==> src/rtl/instr_fetch_unit.sv <==
// -----------------------------------------------------------------------------
// instr_fetch_unit
//
// Fetch stage that feeds the instruction decoder. It holds the program
// counter and has at most one instruction-memory request outstanding at a
// time. Returned words are stored with their PCs in a small FIFO, and the
// FIFO head is presented to decode. A branch redirect from execute does three
// things: it flushes the FIFO, throws away any response still in flight, and
// restarts fetch at the redirect target.
//
// Handshakes:
//   imem : imem_req is held while the FSM is in REQ. A cycle with
//          imem_req && imem_gnt transfers the address. Exactly one
//          imem_rvalid follows, one or more cycles later.
//   dec  : a transfer happens on every cycle with dec_valid && dec_ready.
//          dec_valid never depends combinationally on dec_ready.
//          dec_instr and dec_pc read as zero while dec_valid is low.
//
// Ports:
//   clk            : clock, rising edge
//   rst            : asynchronous active-low reset
//   imem_req       : fetch request valid
//   imem_addr      : fetch address (the PC register)
//   imem_gnt       : memory accepts the request this cycle
//   imem_rvalid    : response valid
//   imem_rdata     : response instruction word
//   redirect_valid : single-cycle PC redirect from execute
//   redirect_pc    : redirect target
//   dec_valid      : instruction available to decode
//   dec_ready      : decode accepts the instruction
//   dec_instr      : instruction at the FIFO head
//   dec_pc         : PC of dec_instr
//   dbg_state      : current FSM state (IDLE=0, REQ=1, WAIT=2, DISCARD=3)
// -----------------------------------------------------------------------------
module instr_fetch_unit #(
  parameter int unsigned        ADDR_W     = 32,
  parameter logic [ADDR_W-1:0]  RESET_PC   = '0,
  parameter int unsigned        FIFO_DEPTH = 2,
  parameter int unsigned        PC_STEP    = 4
) (
  input  logic              clk,
  input  logic              rst,
  output logic              imem_req,
  output logic [ADDR_W-1:0] imem_addr,
  input  logic              imem_gnt,
  input  logic              imem_rvalid,
  input  logic [31:0]       imem_rdata,
  input  logic              redirect_valid,
  input  logic [ADDR_W-1:0] redirect_pc,
  output logic              dec_valid,
  input  logic              dec_ready,
  output logic [31:0]       dec_instr,
  output logic [ADDR_W-1:0] dec_pc,
  output logic [1:0]        dbg_state
);

  localparam int unsigned PTR_W = (FIFO_DEPTH > 1) ? $clog2(FIFO_DEPTH) : 1;
  localparam int unsigned CNT_W = PTR_W + 1;
  localparam logic [CNT_W-1:0]  DEPTH_C = CNT_W'(FIFO_DEPTH);
  localparam logic [ADDR_W-1:0] STEP_C  = ADDR_W'(PC_STEP);

  localparam logic [1:0] S_IDLE    = 2'd0;
  localparam logic [1:0] S_REQ     = 2'd1;
  localparam logic [1:0] S_WAIT    = 2'd2;
  localparam logic [1:0] S_DISCARD = 2'd3;

  logic [1:0]        r_state;
  logic [ADDR_W-1:0] r_pc;
  logic [ADDR_W-1:0] r_pending_pc;
  logic [CNT_W-1:0]  r_count;
  logic [PTR_W-1:0]  r_wr_ptr;
  logic [PTR_W-1:0]  r_rd_ptr;
  logic [31:0]       r_fifo_instr [FIFO_DEPTH];
  logic [ADDR_W-1:0] r_fifo_pc    [FIFO_DEPTH];

  logic [1:0]        w_state_nxt;
  logic [ADDR_W-1:0] w_pc_nxt;
  logic [ADDR_W-1:0] w_pending_nxt;
  logic [CNT_W-1:0]  w_count_nxt;
  logic              w_push;
  logic              w_pop;

  // A redirect cancels both the push and the pop of its cycle. The FIFO is
  // being flushed anyway, so neither one may change the count.
  always_comb begin
    w_pop  = (r_count != '0) && dec_ready && !redirect_valid;
    w_push = (r_state == S_WAIT) && imem_rvalid && !redirect_valid;
    w_count_nxt = r_count;
    if (redirect_valid) begin
      w_count_nxt = '0;
    end else if (w_push && !w_pop) begin
      w_count_nxt = r_count + CNT_W'(1);
    end else if (w_pop && !w_push) begin
      w_count_nxt = r_count - CNT_W'(1);
    end
  end

  always_comb begin
    w_state_nxt   = r_state;
    w_pc_nxt      = r_pc;
    w_pending_nxt = r_pending_pc;
    if (redirect_valid) begin
      w_pc_nxt = redirect_pc;
      case (r_state)
        S_IDLE:  w_state_nxt = S_REQ;
        // A grant in this same cycle launches a fetch from the old path.
        // Its response must be swallowed, so the FSM goes to DISCARD.
        S_REQ:   w_state_nxt = imem_gnt ? S_DISCARD : S_REQ;
        // If the response arrives in this cycle, it is dropped and the bus
        // is free again. If not, the FSM waits in DISCARD to absorb it.
        S_WAIT:  w_state_nxt = imem_rvalid ? S_REQ : S_DISCARD;
        default: w_state_nxt = S_DISCARD;
      endcase
    end else begin
      case (r_state)
        S_IDLE: begin
          if (r_count < DEPTH_C) w_state_nxt = S_REQ;
        end
        S_REQ: begin
          if (imem_gnt) begin
            w_pending_nxt = r_pc;
            w_pc_nxt      = r_pc + STEP_C;
            w_state_nxt   = S_WAIT;
          end
        end
        S_WAIT: begin
          // A new fetch starts only when a slot is free after this cycle's
          // push and pop. This guarantees the FIFO can never overflow.
          if (imem_rvalid) w_state_nxt = (w_count_nxt < DEPTH_C) ? S_REQ : S_IDLE;
        end
        S_DISCARD: begin
          if (imem_rvalid) w_state_nxt = S_REQ;
        end
        default: w_state_nxt = S_IDLE;
      endcase
    end
  end

  always_ff @(posedge clk or negedge rst) begin
    if (!rst) begin
      r_state      <= S_IDLE;
      r_pc         <= RESET_PC;
      r_pending_pc <= '0;
      r_count      <= '0;
      r_wr_ptr     <= '0;
      r_rd_ptr     <= '0;
    end else begin
      r_state      <= w_state_nxt;
      r_pc         <= w_pc_nxt;
      r_pending_pc <= w_pending_nxt;
      r_count      <= w_count_nxt;
      if (redirect_valid) begin
        r_wr_ptr <= '0;
        r_rd_ptr <= '0;
      end else begin
        // FIFO_DEPTH is a power of two, so the pointers wrap naturally.
        if (w_push) r_wr_ptr <= r_wr_ptr + PTR_W'(1);
        if (w_pop)  r_rd_ptr <= r_rd_ptr + PTR_W'(1);
      end
    end
  end

  // The storage needs no reset: an entry is only visible through a nonzero
  // count.
  always_ff @(posedge clk) begin
    if (w_push) begin
      r_fifo_instr[r_wr_ptr] <= imem_rdata;
      r_fifo_pc[r_wr_ptr]    <= r_pending_pc;
    end
  end

  assign imem_req  = (r_state == S_REQ);
  assign imem_addr = r_pc;
  assign dec_valid = (r_count != '0);
  assign dec_instr = dec_valid ? r_fifo_instr[r_rd_ptr] : 32'h0;
  assign dec_pc    = dec_valid ? r_fifo_pc[r_rd_ptr] : '0;
  assign dbg_state = r_state;

endmodule

==> config.mk <==
export PLATFORM = sky130hd
export DESIGN_NAME = instr_fetch_unit
export DESIGN_NICKNAME = d
export VERILOG_FILES = /design/src/rtl/instr_fetch_unit.sv
export SDC_FILE = /design/constraint.sdc
export NUM_CORES = 1
export LEC_CHECK = 0
export BUFFER_PORTS_ARGS = -buffer_cell sky130_fd_sc_hd__buf_2
export CAP_MARGIN = 15
export CORE_ASPECT_RATIO = 0.8
export CORE_MARGIN = 2
export CORE_UTILIZATION = 35
export DETAILED_ROUTE_END_ITERATION = 6
export GPL_TIMING_DRIVEN = 1
export PLACE_DENSITY_LB_ADDON = 0.08
export SLEW_MARGIN = 20
export SYNTH_ARGS = -nofsm -noshare
export SYNTH_HDL_FRONTEND = slang
export SYNTH_SLANG_ARGS = --single-unit
export TNS_END_PERCENT = 20
==> constraint.sdc <==
create_clock -name clk -period 5.85 [get_ports clk]
set_input_delay 0.585 -clock clk [delete_from_list [all_inputs] [get_ports clk]]
set_output_delay 0.585 -clock clk [all_outputs]
set_load 0.01 [all_outputs]
# ---- Word level (Yosys, flattened, before mapping)
# Memories as Yosys holds them, arrays and structs flattened.
# Index checks and enable logic that the tools add are counted.
dict set report totals {
  reg_bits 70
  ramBits 128
  output_inout_bits 100
  word_cells 65
  mem_count 2
}
# name words word_bits read_ports rd_clocked_by_memory_dff write_ports line
set mem_list {}
lappend mem_list {r_fifo_instr 2 32 1 0 1 73} ;# logic [31:0] r_fifo_instr [FIFO_DEPTH];
lappend mem_list {r_fifo_pc 2 32 1 0 1 74} ;# logic [ADDR_W-1:0] r_fifo_pc [FIFO_DEPTH];
dict set report op_classes {
  addsub 5
  magnitude_cmp 2
  n_eq_ne 7
  mux 24
  n_bitwise 1
  n_reduce_logical 18
}
# cell count
set ops {}
lappend ops {{32-bit two-way mux} 5}
lappend ops {{32-bit by 3-bit adder with 32-bit output (second input constant)} 1}
lappend ops {{2-bit two-way mux} 10}
lappend ops {{2-bit nonzero test} 5}
lappend ops {{3-bit inequality test (second input constant)} 3}
lappend ops {{2-bit one-hot mux with 4 select lines} 1}
lappend ops {{1-bit two-way mux} 7}
lappend ops {{1-bit logical AND} 6}
lappend ops {{2-bit one-hot mux with 3 select lines} 1}
lappend ops {{2-bit equality test (second input constant)} 2}
lappend ops {{2-bit less-than comparator (second input constant)} 2}
lappend ops {{4-bit AND reduction} 1}
lappend ops {{1-bit zero test} 3}
lappend ops {{3-bit by 1-bit inequality test with 1-bit output (second input constant)} 1}
lappend ops {{3-bit AND reduction} 1}
lappend ops {{1-bit adder (second input constant)} 2}
lappend ops {{2-bit by 1-bit adder with 2-bit output (second input constant)} 1}
lappend ops {{2-bit by 1-bit equality test with 1-bit output (second input constant)} 1}
lappend ops {{2-bit zero test} 1}
lappend ops {{2-bit AND reduction} 1}
lappend ops {{2-bit by 1-bit subtractor with 2-bit output (second input constant)} 1}
lappend ops {{1-bit NOT} 1}

# ---- Depth between registers and ports, before layout
# Gate-level depths: netlist of run 1.
dict set report logic_depth {
  depth_word 13
  depth_mapped 7
  ltp_nobuf 6
}

# ---- Least setup slack after synthesis of run 1
# Ideal clock, no wire load.
dict set report synth_timing {
  path_type {in2reg}
  from {input port redirect_valid}
  to {memory r_fifo_instr[0][0] (enable)}
  setup_time_ns 0.565
  t_arrival_ns 5.384
  path_slack_ns -0.099
  cell_stages 3
  n_path_buf 2
  cell_sequence {clkbuf_1 -> buf_1 -> nor3_1}
}
dict set report synth_via {
  elab_chain_cells 4
}
# element line
set synth_lines {}
lappend synth_lines {{from (decl)} 48} ;# input logic redirect_valid,
lappend synth_lines {{1-bit zero test} 87} ;# w_push = (r_state == S_WAIT) && imem_rvalid && !redirect_valid;
lappend synth_lines {{1-bit logical AND} 87}
lappend synth_lines {{1-bit two-way mux} 166} ;# if (w_push) begin
lappend synth_lines {{1-bit two-way mux (implied by the code)} 167} ;# r_fifo_instr[r_wr_ptr] <= imem_rdata;
lappend synth_lines {{to (decl)} 73}
# Every way passes these cells.

# ---- Worst setup path in the final report of run 1
dict set report layout_timing {
  from {register r_count[1]}
  to {output port dec_instr[15]}
}
dict set report layout_via {
  elab_chain_cells 2
}
# element line
set layout_lines {}
lappend layout_lines {{from (decl)} 70} ;# logic [CNT_W-1:0] r_count;
lappend layout_lines {{from (signal assigned)} 151} ;# r_count <= w_count_nxt;
lappend layout_lines {{2-bit nonzero test} 174} ;# assign dec_valid = (r_count != '0);
lappend layout_lines {{32-bit two-way mux} 175} ;# assign dec_instr = dec_valid ? r_fifo_instr[r_rd_ptr] : 32'h0;
lappend layout_lines {{to (decl)} 52} ;# output logic [31:0] dec_instr,
# Every way passes these cells.

==> run metrics, run 1 <==
category of the worst setup path launch point=flip-flop; Residual DRC=0; path length in cells of the critical path=5; Max stage delay on crit path=680 ps; I/O pin total=170; nets@finish=816; ratio of cells with drive above 1 in the final layout=33.2%; detailed placement HPWL=11900 microns; post-synthesis to final-layout area growth=22.0%; Worst EP required=5270 ps; CP Cell Sequence=inv_1 > ha_2 > buf_4 > nor2_1 > buf_2; # hold bufs at CTS=0; aggregate global routing overflow=0; most instantiated flip-flop cell in the synthesis netlist=edfxtp_1; GRT Util Overall=15.5%; total power divided by cell area=419 mW/mm^2; most used cells in the layout excluding fill and tap cells=buf_2 (168), edfxtp_1 (128), nor2_1 (88), dfrtp_1 (69), mux2i_1 (65); Worst Setup EP=dec_instr[15]; register bit count reported by yosys=198; total standard cell area after synthesis=0.00812 sq mm; die area=0.0245 sq mm; Filler cells=2091; total length of routed wires=18600 microns; Synth Net Count=653; count of input and output buffers=169; DR vias=5232; largest net degree at the start of global routing=71; max-slew violation count=0; final hold slack=299 ps; final hold violations=0; floorplan core area=0.0226 sq mm; number of antenna violations at the first check in global routing=0; starting utilization of the core area=35.9%; Leakage Power=3.75 nW; number of unique standard cell types used by synthesis=38; Final Critical Period=3000 ps; Die X=174 microns; startpoint-to-endpoint class of the critical path=flip-flop to output pin; cell taking the most area after synthesis=edfxtp_1; multi-input gate area in the final layout=0.00238 sq mm; clock root buffer=clkbuf_16; total CTS buffers=17; launch instance of the worst register-to-register path=imem_addr[2]; Finished Cell Area=0.00991 sq mm; vias in the first global route=5231; number of flops mapped to enable cells by yosys=128; Max-slew headroom=35.5%; worst min-delay path category=primary input to asynchronous set/reset pin; max-capacitance violation count=0; RSZ-0062 raised after global routing=false; ranking of synthesized cells by area=edfxtp_1 (47%), dfrtp_1 (22%), mux2i_1 (8.0%); initial drt markers=299; sequential element share of the synthesized area=68.9%; total inserted antenna cells=0; clock-pin slew on the worst setup and hold paths=80 ps; site row count=49; routability-driven placement congestion ratio=0.755; TritonCTS clock tree=built; reg-to-reg slack, setup=3170 ps; Pre-Repair DR Iteration Count=4; number of buffers and inverters on the critical path=3; largest clock skew in the final design=13.4 ps; wire length of the first global-routing pass=29100 microns; endpoints failing setup=0; worst setup path startpoint=r_count[1]; Die H=140 microns; portion of the clock cycle consumed by the worst path in the final layout=51.3%; number of gates resized after cts=0; R2R cell count=5; count of buffers added by post-CTS timing repair for setup=0; number of nets still failing antenna checks after routing=0; final-layout setup total negative slack=0 ps; cell count after synthesis=581; area taken by flip-flops and latches=0.00560 sq mm; largest driver fanout on the critical path=35; Critical Path End Type=output pin; routed length per placed instance=17.5 microns; fraction of post-synthesis cell area in the top cell type by area=47.3%; Max stage delay cell, worst path=ha_2; average cell area after synthesis=14.0 sq um; Yosys warning count=0; r2r endpoint=imem_addr[30]; Max H-tree Level=4; worst-case vdd ir drop=0.267 mV; highest achievable clock rate=333 MHz; cell family with most CP delay=buffers and inverters; dpl cell area=0.00928 sq mm; status=completed; source-to-sink clock delay at the later pin of the worst-skew pair=430 ps; average via count per standard cell=4.92; overall power of the completed layout=4.15 mW; worst endpoint data arrival time=2410 ps; TritonCTS Sinks=198; most frequent standard cell in the layout excluding fill and tap cells=buf_2; maximum root-to-sink buffer count=2; slew at the pin closest to its max-slew limit=967 ps; share of synthesized registers carrying an async set or reset=35.4%
report_power, final:
| group | internal (mW) | switching (mW) | total [mW] |
|---|---|---|---|
| sequential | 1.71 | 0.145 | 1.85 |
| clock | 0.608 | 0.552 | 1.16 |
| combinational | 0.489 | 0.651 | 1.14 |
worst min-delay path by stage:
stage                                start             endpoint  slack, ps  cells after the start
after CTS                   imem_rdata[12]  r_fifo_instr[1][12]        310                      1
after floorplan                        rst         dbg_state[0]        290                      0
after global placement     r_pending_pc[9]      r_fifo_pc[1][9]        450                      0
final                                  rst     r_pending_pc[12]        300                      1
after global routing        imem_rdata[12]  r_fifo_instr[0][12]        320                      1
after detailed placement  r_pending_pc[18]     r_fifo_pc[0][18]        450                      0
state kept, by name, indices dropped and copies added (netlist names):
signal / cells
r_fifo_instr: 64
r_fifo_pc: 64
imem_addr: 32
r_pending_pc: 32
dbg_state: 2
r_count: 2
r_rd_ptr: 1
r_wr_ptr: 1
logic make-up (layout without fill, tap and decap cells):
| kind of cell | Yosys count | in the layout | synth area share (%) |
|---|---|---|---|
| DFF | 198 | 198 | 68.9 |
| and+or+nand+nor | 171 | 171 | 10.2 |
| muxes | 100 | 100 | 12.9 |
| AOI/OAI and AO/OA | 56 | 56 | 4.13 |
| buffers and inverters | 40 | 216 | 2.08 |
| xor gates and xnor gates | 14 | 14 | 1.51 |
| adders and majority gates | 2 | 2 | 0.308 |
through the flow:
stage | cells | utilization, % | setup slack [ps]
floorplan | 581 | - | 1860
detailed placement | 1029 | 41.0 | 2810
finish | 1063 | 43.8 | 2850
global placement | 1029 | 41.0 | 2850
CTS | 1061 | 43.6 | 2760
global route | 1063 | 43.8 | 2640
area by class of cell:
cell class	instances	share of cell area, %
well taps	306	3.86
repair buffers	175	9.29
multi-input cells	343	24.0
inverters	9	0.341
clock buffers	17	4.29
flip-flops and latches	198	56.5
clock inverters	15	1.67
synthesized netlist by cell type, types with 4 or more instances:
cell type / instances
o21ai_1: 9
edfxtp_1: 128
nand2_1: 24
mux2i_1: 65
o31ai_1: 10
a31oi_1: 19
xnor2_1: 11
mux2_2: 35
inv_1: 9
dfrtp_1: 70
buf_1: 5
clkbuf_1: 21
nand3_1: 7
or3_1: 9
or4_1: 13
o21ai_0: 14
nand4_1: 6
nor2_1: 89
nor3_1: 4
metal layers:
metal	up-vias	GRT usage [%]	part of all wire (%)
li1	2482	-	-
met1	2580	22.6	49
met2	154	23.1	44
met3	16	3.50	5.9
met4	0	4.69	1.1
met5	-	0	0
Note: power is estimated with default switching activity, not from simulation.
==> run 2: changes to the inputs <==
--- a/config.mk
+++ b/config.mk
@@ -5,6 +5,7 @@
 export SDC_FILE = /design/constraint.sdc
 export NUM_CORES = 1
 export LEC_CHECK = 0
+export ABC_AREA = 1
 export BUFFER_PORTS_ARGS = -buffer_cell sky130_fd_sc_hd__buf_2
 export CAP_MARGIN = 15
 export CORE_ASPECT_RATIO = 0.8
==> constraint.sdc (replaced) <==
create_clock -name clk -period 2.8 [get_ports clk]
set_input_delay 0.28 -clock clk [delete_from_list [all_inputs] [get_ports clk]]
set_output_delay 0.28 -clock clk [all_outputs]
set_load 0.01 [all_outputs]
==> run 2 against run 1 <==
Sequential power is 120% higher. Flip-flop and latch count stayed put. Clock skew is 5.8 ps higher. Register-to-register slack worse by 2200 ps. Count of clock-buffer cells in the layout is 1 higher. Die area is 6.3% higher. First-iteration DRC count is 64% higher. Utilization is 0.63 points lower. Largest power group unchanged.
==> run metrics, run 2 <==
status=completed; relative contribution of combinational cells to total power=28.0% (+0.5 points); total standard cell area after synthesis=0.00864 sq mm (+6.4%); total power divided by cell area=874 mW/mm^2 (+110%); overall power of the completed layout=9.18 mW (+120%); worst min-delay path category=primary input to flip-flop; cell count after synthesis=879 (+51%); Residual DRC=0 (unchanged); Critical Path End Type=output pin; highest achievable clock rate=419 MHz; largest registers=r_fifo_instr (64), r_fifo_pc (64); multi-input gate area in the final layout=0.00268 sq mm (+13%); max-slew violation count=0 (unchanged); Filler cells=2364 (+13%); number of unique standard cell types used by synthesis=33 (-13%); Finished Cell Area=0.0105 sq mm (+5.9%); fraction of power consumed by sequential logic=45.0% (+0.4 points); total length of routed wires=22600 microns (+21%); vias in the first global route=5840 (+12%); ranking of synthesized cells by area=edfxtp_1 (44%), dfrtp_1 (20%), nor2_1 (8.7%); maximum root-to-sink buffer count=2 (unchanged); floorplan core area=0.0243 sq mm (+7.5%); Max H-tree Level=4 (unchanged); dpl cell area=0.00986 sq mm (+6.3%); initial drt markers=490 (+64%); share of the synthesized area in compound gates (AO/OA/AOI/OAI)=7.63% (+3.5 points); Post-synth top cells=nor2_1 (200), nand2_1 (180), edfxtp_1 (128); Final Critical Period=2390 ps; share of synthesized cell area in and, or, nand and nor gates=22.4% (+12 points); Pre-Repair DR Iteration Count=5 (+1); count of input and output buffers=169 (unchanged); most frequent standard cell in the layout excluding fill and tap cells=nor2_1; post-synthesis mux area share=0% (-13 points); post-synthesis to final-layout area growth=21.4%; Leakage Power=4.54 nW (+21%); share of synthesized registers carrying an async set or reset=35.4% (unchanged); TritonCTS clock tree=built; RSZ-0062 raised after global routing=false; detailed placement HPWL=15200 microns (+28%); Synth Area in XOR/XNOR=0.507% (-1.0 points); share of power burned in the clock network=27.0% (-0.9 points); source-to-sink clock delay at the later pin of the worst-skew pair=440 ps (about the same); largest driver fanout on the critical path=51 (+46%); cell taking the most area after synthesis=edfxtp_1; Worst EP required=2520 ps (-2750 ps); most instantiated flip-flop cell in the synthesis netlist=edfxtp_1; startpoint-to-endpoint class of the critical path=flip-flop to output pin; sequential element share of the synthesized area=64.7% (-4.2 points); average via count per standard cell=4.69 (-4.6%); Synth Net Count=951 (+46%); Post-Layout Cell Count=1377 (+30%); site row count=51 (+4.1%); placed cell count=1341 (+30%); Max-slew headroom=61.8% (+26 points); Yosys warning count=0 (unchanged); aggregate global routing overflow=0 (unchanged); switching power summed over all nets=3.40 mW (+150%); fraction of the mapped netlist area in adder cells=0.289% (-0.019 points); area taken by flip-flops and latches=0.00560 sq mm (about the same); ratio of cells with drive above 1 in the final layout=23.7% (-9.5 points); cell-internal power=5.77 mW (+110%); clock root buffer=clkbuf_16; number of nets still failing antenna checks after routing=0 (unchanged); starting utilization of the core area=35.6% (-0.35 points); cell with the most instances after synthesis=nor2_1; average cell area after synthesis=9.83 sq um (-30%); die area=0.0260 sq mm (+6.3%); count of buffers added by post-CTS timing repair for setup=0 (unchanged); largest clock skew in the final design=19.2 ps (+5.81 ps); max-capacitance violation count=0 (unchanged); GRT Util Overall=17.5% (+2.0 points); slew at the pin closest to its max-slew limit=572 ps (-395 ps); Die X=180 microns (+3.1%); switch share=37.1% (+4.6 points); routability-driven placement congestion ratio=0.829 (+9.7%); worst endpoint data arrival time=2110 ps (-300 ps); register bit count reported by yosys=198 (unchanged); largest net degree at the start of global routing=71 (unchanged); final hold violations=0 (unchanged); combinational family with the most area after synthesis=simple AND/OR/NAND/NOR gates; DR vias=6464 (+24%); I/O pin total=170 (unchanged); TritonCTS Sinks=198 (unchanged); wire length of the first global-routing pass=34700 microns (+19%); number of flops mapped to enable cells by yosys=128 (unchanged); nets@finish=1118 (+37%); category of the worst setup path launch point=flip-flop; routed length per placed instance=16.4 microns (-6.4%); total CTS buffers=17 (unchanged); number of antenna violations at the first check in global routing=0 (unchanged); clock-pin slew on the worst setup and hold paths=80 ps (about the same); worst-case vdd ir drop=0.444 mV (+67%); total inserted antenna cells=0 (unchanged); fraction of post-synthesis cell area in the top cell type by area=44.5% (-2.9 points); endpoints failing setup=0 (unchanged); portion of the clock cycle consumed by the worst path in the final layout=85.3%; most used cells in the layout excluding fill and tap cells=nor2_1 (198), nand2_1 (180), buf_2 (169), edfxtp_1 (128), o21ai_0 (93); Die H=145 microns (+3.1%)
-- run 2: cell count changes in the layout (fill, tap and decap cells not counted), moves of 9 or more --
| cell | delta |
|---|---|
| or3_1 | -9 |
| nor2_1 | +110 |
| nand3_1 | +39 |
| o21ai_0 | +79 |
| nor2_2 | +10 |
| mux2_2 | -35 |
| mux2i_1 | -65 |
| xnor2_1 | -10 |
| o31ai_1 | -10 |
| a31oi_1 | -17 |
| inv_1 | +36 |
| or4_1 | -13 |
| nand2_1 | +156 |
-- run 2: area by class of cell --
class                   instances  share of cell area (%)
flip-flops and latches        198                    53.3
multi-input cells             593                    25.6
repair buffers                186                    9.85
clock buffers                  18                    4.09
well taps                     318                    3.79
inverters                      50                    1.79
clock inverters                14                    1.60
-- run 2: timing repair --
item / 4_1_cts / 5_1_grt
hold endpoints to repair: 70 / 5
hold buffers: 1 / 3
gates resized for setup: 0 / 0
-- run 2: path summary, 6_finish.rpt --
kind                                 startpoint                  end  slack, ps  cells after the start
worst min-delay path             imem_rdata[30]  r_fifo_instr[1][30]         20                      1
max in group asynchronous                   rst             r_rd_ptr       2040                      3
min in group asynchronous                   rst         imem_addr[8]        380                      3
worst max-delay path                 r_count[1]           dec_pc[20]        410                      7
worst max register to register     dbg_state[0]     r_fifo_pc[0][17]        960                      6
worst min register to register  r_pending_pc[1]      r_fifo_pc[0][1]        470                      0
-- run 2: routing by layer --
layer | wire, microns | GRT usage, %
met3 | 1110 | 4.13
met4 | 191 | 3.81
met2 | 9180 | 24.6
met1 | 12100 | 27.1
met5 | 0 | 0
-- run 2: critical path: stages, from the launching register on --
cell	delay, ps
dfrtp_1	390
inv_1	60
ha_1	180
inv_2	260
buf_12	270
o21ai_0	120
nor2_1	220
buf_2	180
-- run 2: power by group through the flow --
stage / Clock [mW] / Combinational [mW] / Sequential (mW)
after floorplan: 0 / 1.54 / 4.08
after detailed placement: 0 / 2.60 / 4.20
after global placement: 0 / 2.60 / 4.19
after global routing: 2.66 / 2.90 / 4.20
final: 2.48 / 2.57 / 4.13
after CTS: 2.53 / 2.61 / 4.13
-- run 2: metrics by stage --
stage	util, %	hold slack, ps	setup slack [ps]	setup TNS [ps]
finish	43.2	21.6	411	0
global route	43.2	3.37	217	0
CTS	43.0	9.33	381	0
detailed placement	40.6	352	857	0
global placement	40.6	353	847	0
floorplan	-	-15.6	-51.9	-3320
-- run 2: logic make-up (layout without fill, tap and decap cells) --
logic type / count (synthesis) / in the layout
xor gates and xnor gates: 5 / 5
DFF: 198 / 198
and+or+nand+nor: 460 / 460
adders and majority gates: 2 / 2
buffers and inverters: 88 / 268
AOI/OAI and AO/OA: 126 / 126
